[config.mk]
export PLATFORM = sky130hd
export DESIGN_NAME = fft_input_framer_flat
export DESIGN_NICKNAME = d
export VERILOG_FILES = /design/src/rtl/fft_input_framer_if.sv /design/src/rtl/fft_input_framer.sv /design/src/flat_wrapper.sv
export SDC_FILE = /design/constraint.sdc
export NUM_CORES = 1
export LEC_CHECK = 0
export CORE_ASPECT_RATIO = 1.75
export CORE_MARGIN = 2
export CORE_UTILIZATION = 66
export CTS_CLUSTER_DIAMETER = 50
export CTS_CLUSTER_SIZE = 20
export DETAILED_ROUTE_END_ITERATION = 6
export GPL_ROUTABILITY_DRIVEN = 0
export HOLD_SLACK_MARGIN = 0.02
export PLACE_DENSITY_LB_ADDON = 0.25
export REMOVE_ABC_BUFFERS = 1
export SLEW_MARGIN = 20
export SYNTH_ARGS = -nofsm -noshare
export SYNTH_HDL_FRONTEND = slang
export SYNTH_SLANG_ARGS = --single-unit
[constraint.sdc]
create_clock -name clk_in -period 5.9 [get_ports clk_in]
set_clock_uncertainty 0.05 [all_clocks]
set_input_delay 1.18 -clock clk_in [delete_from_list [all_inputs] [get_ports clk_in]]
set_output_delay 1.18 -clock clk_in [all_outputs]
set_load 0.01 [all_outputs]
[src/rtl/fft_input_framer_if.sv]
`default_nettype none
// ============================================================================
//  Module   : fft_input_framer_if
//  Purpose  : Output stream bundle of the FFT input framer. One frame word is
//             offered per cycle under a valid/ready handshake.
//  Signals  : out_data  - frame sample being offered
//             out_valid - out_data/out_index/out_last are meaningful
//             out_ready - sink accepts on out_valid && out_ready
//             out_index - position of the word within its frame, 0..N-1
//             out_last  - marks the final word (index N-1) of a frame
//  Modports : master (framer side), slave (consumer side)
//  Revision : 1.0 - initial release
// ============================================================================
interface fft_input_framer_if #(
    parameter int DATA_W = 16,
    parameter int LOG2_N = 3
);
    logic [DATA_W-1:0] out_data;
    logic              out_valid;
    logic              out_ready;
    logic [LOG2_N-1:0] out_index;
    logic              out_last;

    modport master (
        output out_data,
        output out_valid,
        output out_index,
        output out_last,
        input  out_ready
    );

    modport slave (
        input  out_data,
        input  out_valid,
        input  out_index,
        input  out_last,
        output out_ready
    );
endinterface
`default_nettype wire

[src/rtl/fft_input_framer.sv]
`default_nettype none
// ============================================================================
//  Module   : fft_input_framer
//  Purpose  : Captures one sample per rising edge of the divided clock into a
//             ping-pong pair of N-entry frame buffers at the bit-reversed
//             address, then streams completed frames out linearly, which
//             presents them in the bit-reversed order a radix-2 DIT core
//             consumes.
//  Ports    : clk_in    - system clock, all logic on its rising edge
//             rst_n     - asynchronous active-low reset
//             div_clk   - divided clock, synchronous to clk_in
//             sample_in - sample captured on strobe cycles only
//             out_if    - output stream (master modport)
//             overrun   - sticky, a strobe was dropped since reset
//  Revision : 1.0 - initial release
// ============================================================================
module fft_input_framer #(
    parameter int DATA_W = 16,
    parameter int LOG2_N = 3
) (
    input  logic                  clk_in,
    input  logic                  rst_n,
    input  logic                  div_clk,
    input  logic [DATA_W-1:0]     sample_in,
    fft_input_framer_if.master    out_if,
    output logic                  overrun
);

    localparam int                c_depth = 1 << LOG2_N;
    localparam logic [LOG2_N-1:0] c_last  = LOG2_N'(c_depth - 1);

    // Address bit reversal applied on the write side so that a plain linear
    // read produces the butterfly input order.
    function automatic logic [LOG2_N-1:0] f_bitrev(input logic [LOG2_N-1:0] a);
        logic [LOG2_N-1:0] r;
        r = '0;
        for (int i = 0; i < LOG2_N; i++) begin
            r[i] = a[LOG2_N-1-i];
        end
        return r;
    endfunction

    logic                r_div_q;
    logic [DATA_W-1:0]   r_buf [2][c_depth];
    logic [1:0]          r_full;
    logic                r_wr_sel;
    logic                r_rd_sel;
    logic [LOG2_N-1:0]   r_wr_cnt;
    logic [LOG2_N-1:0]   r_rd_cnt;
    logic                r_overrun;

    logic                w_strobe;
    logic                w_wr_ok;
    logic                w_drop;
    logic                w_wr_last;
    logic                w_rd_xfer;
    logic                w_rd_last;
    logic [LOG2_N-1:0]   w_wr_addr;
    logic [1:0]          w_full_nxt;

    // div_q resets high so a div_clk already high at reset release is not
    // mistaken for a rising edge.
    assign w_strobe  = div_clk & ~r_div_q;

    // The full flag is sampled before this cycle's read completion, so a
    // strobe arriving as its bank is being freed is still dropped.
    assign w_wr_ok   = w_strobe &  ~r_full[r_wr_sel];
    assign w_drop    = w_strobe &   r_full[r_wr_sel];
    assign w_wr_last = (r_wr_cnt == c_last);
    assign w_wr_addr = f_bitrev(r_wr_cnt);

    assign w_rd_xfer = out_if.out_valid & out_if.out_ready;
    assign w_rd_last = (r_rd_cnt == c_last);

    // Writer only touches a non-full bank and reader only a full one, so the
    // set and the clear below never collide on the same bank.
    always_comb begin
        w_full_nxt = r_full;
        if (w_wr_ok && w_wr_last) begin
            w_full_nxt[r_wr_sel] = 1'b1;
        end
        if (w_rd_xfer && w_rd_last) begin
            w_full_nxt[r_rd_sel] = 1'b0;
        end
    end

    always_ff @(posedge clk_in or negedge rst_n) begin
        if (!rst_n) begin
            r_div_q   <= 1'b1;
            r_full    <= '0;
            r_wr_sel  <= 1'b0;
            r_rd_sel  <= 1'b0;
            r_wr_cnt  <= '0;
            r_rd_cnt  <= '0;
            r_overrun <= 1'b0;
        end else begin
            r_div_q <= div_clk;
            r_full  <= w_full_nxt;

            if (w_wr_ok) begin
                if (w_wr_last) begin
                    r_wr_cnt <= '0;
                    r_wr_sel <= ~r_wr_sel;
                end else begin
                    r_wr_cnt <= r_wr_cnt + 1'b1;
                end
            end

            if (w_drop) begin
                r_overrun <= 1'b1;
            end

            if (w_rd_xfer) begin
                if (w_rd_last) begin
                    r_rd_cnt <= '0;
                    r_rd_sel <= ~r_rd_sel;
                end else begin
                    r_rd_cnt <= r_rd_cnt + 1'b1;
                end
            end
        end
    end

    always_ff @(posedge clk_in or negedge rst_n) begin
        if (!rst_n) begin
            for (int b = 0; b < 2; b++) begin
                for (int i = 0; i < c_depth; i++) begin
                    r_buf[b][i] <= '0;
                end
            end
        end else if (w_wr_ok) begin
            r_buf[r_wr_sel][w_wr_addr] <= sample_in;
        end
    end

    assign out_if.out_valid = r_full[r_rd_sel];
    assign out_if.out_data  = r_buf[r_rd_sel][r_rd_cnt];
    assign out_if.out_index = r_rd_cnt;
    assign out_if.out_last  = r_full[r_rd_sel] & w_rd_last;
    assign overrun          = r_overrun;

endmodule
`default_nettype wire

[src/flat_wrapper.sv]
// flat-port wrapper written by rule: the top's interface ports become plain ports
module fft_input_framer_flat 
#(
    parameter int DATA_W = 16,
    parameter int LOG2_N = 3
)
  (clk_in, rst_n, div_clk, sample_in, overrun, out_if_out_data, out_if_out_valid, out_if_out_index, out_if_out_last, out_if_out_ready);
  fft_input_framer_if #(.DATA_W(DATA_W), .LOG2_N(LOG2_N)) out_if_i ();
  input  logic clk_in;
  input  logic rst_n;
  input  logic div_clk;
  input  logic [DATA_W-1:0] sample_in;
  output logic overrun;
  output wire logic [$bits(out_if_i.out_data)-1:0] out_if_out_data;
  output wire logic [$bits(out_if_i.out_valid)-1:0] out_if_out_valid;
  output wire logic [$bits(out_if_i.out_index)-1:0] out_if_out_index;
  output wire logic [$bits(out_if_i.out_last)-1:0] out_if_out_last;
  input wire logic [$bits(out_if_i.out_ready)-1:0] out_if_out_ready;
  assign out_if_out_data = out_if_i.out_data;
  assign out_if_out_valid = out_if_i.out_valid;
  assign out_if_out_index = out_if_i.out_index;
  assign out_if_out_last = out_if_i.out_last;
  assign out_if_i.out_ready = out_if_out_ready;
  fft_input_framer #(.DATA_W(DATA_W), .LOG2_N(LOG2_N)) u_core (.clk_in(clk_in), .rst_n(rst_n), .div_clk(div_clk), .sample_in(sample_in), .out_if(out_if_i), .overrun(overrun));
endmodule
# --- Word-level counts from Yosys, hierarchy flattened ---
# Cells that the tools add are included.
word_totals:
  register_bits: 268
  output_inout_bits: 22
  elab_cells: 84
  in_bits: 20
op_classes:
  bitwise_logic: 16
  eq_ne: 2
  addsub: 2
  reduce_logical: 8
  order_cmp: 10
  mux: 23
ops:
  columns: ["op", "n"]
  rows:
  - ["2-to-1 mux 128 bit", 4]
  - ["bitwise mux 256 bit", 1]
  - ["demux 128 bit (select 1 bit)", 1]
  - ["binary-select mux 16 bit (select 3 bit)", 1]
  - ["demux 16 bit (select 3 bit)", 1]
  - ["2-to-1 mux 16 bit", 3]
  - ["greater-or-equal comparator 4 bit (second input constant)", 2]
  - ["inverter 3 -> 4 bit", 2]
  - ["adder 3 x 1 -> 3 bit (second input constant)", 2]
  - ["== test 3 bit (second input constant)", 2]
  - ["logical AND 1 bit", 6]
  - ["2-to-1 mux 1 bit", 6]
  - ["2-to-1 mux 3 bit", 2]
  - ["bitwise AND 1 bit", 5]
  - ["greater-or-equal comparator 2 bit (second input constant)", 2]
  - ["less-than comparator 1 x 2 -> 1 bit (second input constant)", 2]
  - ["less-than comparator 4 x 1 -> 1 bit (second input constant)", 1]
  - ["2-to-1 mux 2 bit", 2]
  - ["inverter 1 bit", 4]
  - ["inverter 1 -> 2 bit", 2]
  - ["AND reduction 2 bit", 2]
  - ["bitwise AND 2 bit", 1]
  - ["demux 1 bit (select 1 bit)", 2]
  - ["greater-or-equal comparator 1 bit (second input constant)", 2]
  - ["other kinds (3)", 3]

# --- Longest topological paths before layout ---
logic_depth:
  ltp_word: 8
  depth_mapped: 6
  mapped_depth_nobuf: 5

# --- Worst setup path before layout ---
# No wires, ideal clock.
synth_timing:
  path_type: "reg-to-output"
  start: "register u_core.r_rd_cnt[0], in the netlist u_core.out_if.out_index[0]"
  end: "output out_if_out_data[13]"
  required_time_ns: 4.670
  n_path_buf: 2
  setup_slack_ns: 3.098
  path_stages_with_launch: 6
  arrival_ns: 1.572
  cell_sequence: "dfrtp_1 buf_2 buf_1 mux4_2 a22oi_1 nand2_1"
synth_via:
  elab_chain_len: 4
synth_rtl:
  columns: ["item", "line_no", "text"]
  rows:
  - ["start: declaration", "fft_input_framer.sv:49", "logic [LOG2_N-1:0] r_rd_cnt;"]
  - ["start signal: assignment", "fft_input_framer.sv:118", "r_rd_cnt <= r_rd_cnt + 1'b1;"]
  - ["inverter 3 -> 4 bit (implied by the code)", "fft_input_framer.sv:137", "assign out_if.out_data = r_buf[r_rd_sel][r_rd_cnt];"]
  - ["binary-select mux 16 bit (select 3 bit)", "fft_input_framer.sv:137", null]
  - ["2-to-1 mux 16 bit (implied by the code) (2 in a row)", "fft_input_framer.sv:137", null]
  - ["end: declaration", "flat_wrapper.sv:14", "output wire logic [$bits(out_if_i.out_data)-1:0] out_if_out_data;"]
# No other way between the ends. The select of a mux whose other input is x is not followed.

# --- Final worst setup path ---
layout_timing:
  start: "register u_core.r_rd_sel"
  end: "output out_if_out_data[1]"
layout_via:
  elab_chain_len: 7
layout_rtl:
  columns: ["item", "line_no", "text"]
  rows:
  - ["start: declaration", "fft_input_framer.sv:47", "logic r_rd_sel;"]
  - ["start signal: assignment", "fft_input_framer.sv:116", "r_rd_sel <= ~r_rd_sel;"]
  - ["inverter 1 -> 2 bit (implied by the code)", "fft_input_framer.sv:137", null]
  - ["2-to-1 mux 128 bit (implied by the code) (3 in a row)", "fft_input_framer.sv:137", null]
  - ["binary-select mux 16 bit (select 3 bit)", "fft_input_framer.sv:137", null]
  - ["2-to-1 mux 16 bit (implied by the code) (2 in a row)", "fft_input_framer.sv:137", null]
# No other way between the ends. The select of a mux whose other input is x is not followed.

==> out/metrics.yaml <==
clocking:
  cts_max_path_buffers: 3
  cts.htree.levels: 1
  cts_setup_buffers: 0
  numCtsBuffers: 17
  cts_sinks: 268
  root_buffer: "clkbuf_16"
  tritoncts: "done"
  cts_resized: 0
  hold_buffers: 0
  clock_latency_ns: 0.49
  path_clk_slew_ns: 0.08
yosys:
  seq_area_frac_synth_pct: 54.3
  synth-warning-count: 0
  yosysUniqueCellTypes: 36
  syn_area_um2: 12400
  syn_inst: 762
  ys_ff_latch: 268
  avgSynthCellArea_um2: 16.2
worst_setup_path:
  cp_max_fo: 50
  cp-start-kind: "flip-flop"
  crit_arrival_ns: 3.30
  crit_required_ns: 4.67
  critical_path_class: "reg -> out"
  endpoint_kind: "output pin"
die:
  row_count: 66
  fp.coreArea_um2: 18500
  die_x_um: 107
  start_util_pct: 66.8
  design.die.area_um2: 19900
  io_pins: 42
  dieHeight_um: 185
drt:
  wire_per_inst_um: 26.3
  viasPerCell: 6.65
  drcViolationCount: 0
  wl_um: 26700
  vias: 6759
  drtAntennaViolNets: 0
  detail_route.first_pass.iterations: 5
  drt-initial-drc-count: 397
timing:
  min_period_ns: 4.53
  setup_viol: 0
  max_clock_freq_mhz: 221
  slew_viol_final: 0
  setup_tns_ns: 0
  period_share_pct: 76.8
  holdWs_ns: 0.438
  timing.slew.headroom_pct: 30.8
  worst_pin_slew_ns: 1.04
  hold_violations: 0
  rsz0062_at_grt: "no"
global_route:
  antenna_found_initial: 0
  grt_pass1_wl_um: 41700
  grt_pass1_vias: 7449
  overflow: 0
  grt.total_usage_pct: 28.0
  grt_max_degree: 149
placed_design:
  dpl.hpwl_um: 15400
  portBuffers: 41
pwr:
  p_per_area_nw_per_um2: 505
  finalPower_w: 0.00665
  p_leak_nw: 6.07
  peakVddDrop_v: 0.000550
job:
  drv_cap: 0
layout:
  finalNetCount: 800
  layout-drive-gt1-share_pct: 48.7
  antenna_cells: 0
  area_growth_pct: 6.64
  fin_util_pct: 71.2
outcome:
  status: "complete, no violations"
worst_hold_path:
  hold_class: "reg -> reg"
path summary, 6_finish.rpt:
| kind | start | to | slack (ns) | cells after the start |
|---|---|---|---|---|
| setup / recovery | u_core.r_rd_sel | out_if_out_data[1] | 1.37 | 5 |
| hold / removal | u_core.overrun | u_core.overrun | 0.44 | 1 |
| setup reg to reg | u_core.r_full[0] | u_core.r_buf[187] | 3.32 | 3 |
| hold reg to reg | u_core.overrun | u_core.overrun | 0.44 | 1 |
| max in group asynchronous | rst_n | u_core.r_rd_sel | 3.83 | 3 |
| min in group asynchronous | rst_n | u_core.r_buf[188] | 0.56 | 1 |
cells in the mapped netlist, drive strengths merged:
cell | n | area share, %
dfrtp | 267 | 54
mux2 | 262 | 24
mux4 | 64 | 12
buf | 35 | 2.5
a22oi | 32 | 1.9
nand2 | 21 | 0.64
clkbuf | 13 | 0.48
dlygate4sd1 | 13 | 0.92
nand3 | 11 | 0.81
ha | 8 | 0.81
nor2 | 5 | 0.15
nor2b | 5 | 0.25
and3 | 4 | 0.24
inv | 4 | 0.12
and2 | 3 | 0.15
mux2i | 2 | 0.16
nor3b | 2 | 0.25
a21o | 1 | 0.071
a31oi | 1 | 0.051
a41oi | 1 | 0.071
and2b | 1 | 0.071
and4b | 1 | 0.091
dfstp | 1 | 0.21
nand2b | 1 | 0.051
nand3b | 1 | 0.16
o21ai | 1 | 0.040
o21bai | 1 | 0.061
o31ai | 1 | 0.061
final cells by class:
| cell class | instances | area, µm² |
|---|---|---|
| clock buffer | 24 | 472 |
| clock inverter | 1 | 8.76 |
| fill | 1260 | 5320 |
| inverter | 4 | 15.0 |
| multi-input combinational | 429 | 5150 |
| sequential | 268 | 6710 |
| tap | 238 | 298 |
| timing repair buffer | 52 | 518 |
metal layers:
layer  part of all wire, %  vias up  track usage (%)
li1                      -     2843                -
met1                    40     3708             37.4
met2                    54      162             48.0
met3                   4.1       46             3.87
met4                   2.4        0             9.03
met5                     0        -                0
critical path: stages, from the launching register on:
cell             delay, ns
dfrtp_4               1.08
buf_4                 0.39
mux4_2                0.52
a22oi_1               0.22
nand2_1               0.09
clkdlybuf4s50_1       0.48
metrics by stage:
step	setup slack (ns)	instance area (µm²)	cells
floorplan	1.09	11900	701
global placement	1.80	12700	990
detailed placement	1.78	12700	990
CTS	1.24	13100	1015
global route	1.12	13200	1016
finish	1.37	13200	1016
registers in the layout, indices dropped and copies added (netlist names):
register	flops
u_core.out_if.out_index	3
u_core.overrun	1
u_core.r_full	2
u_core.r_wr_cnt	3
u_core.r_rd_sel	1
u_core.r_div_q	1
u_core.r_wr_sel	1
u_core.r_buf	256
layout by cell type, fill, tap and decap left out, types with 2 or more instances in the layout:
| cell type | synthesis | layout |
|---|---|---|
| dfrtp_1 | 267 | 265 |
| mux2_2 | 261 | 261 |
| mux4_2 | 64 | 64 |
| clkdlybuf4s50_1 | 0 | 40 |
| a22oi_1 | 32 | 32 |
| nand2_1 | 21 | 21 |
| clkbuf_16 | 0 | 17 |
| buf_4 | 2 | 10 |
| nand3_2 | 9 | 9 |
| ha_1 | 8 | 8 |
| nor2b_1 | 5 | 5 |
| nor2_1 | 5 | 5 |
| clkbuf_1 | 12 | 5 |
| inv_1 | 4 | 4 |
| and3_2 | 4 | 4 |
| and2_1 | 3 | 3 |
| nand3_1 | 2 | 2 |
| mux2i_1 | 2 | 2 |
| clkbuf_8 | 1 | 2 |
kinds of logic (layout without fill, tap and decap cells):
group | Yosys count | count (layout) | synth area share, %
multiplexers | 328 | 328 | 35.7
buffers and inverters | 65 | 81 | 4.01
adder cells (fa/ha/maj) | 8 | 8 | 0.810
AO/OA/AOI/OAI | 38 | 38 | 2.30
flip-flops | 268 | 268 | 54.3
AND/OR/NAND/NOR | 55 | 55 | 2.88
where the power goes:
group	switching (W)	total (W)	internal, W
sequential	0.000534	0.00309	0.00255
clock	0.000593	0.00115	0.000559
combinational	0.000933	0.00241	0.00148
total	0.00206	0.00665	0.00459
Note: power is estimated with default switching activity, not from simulation.
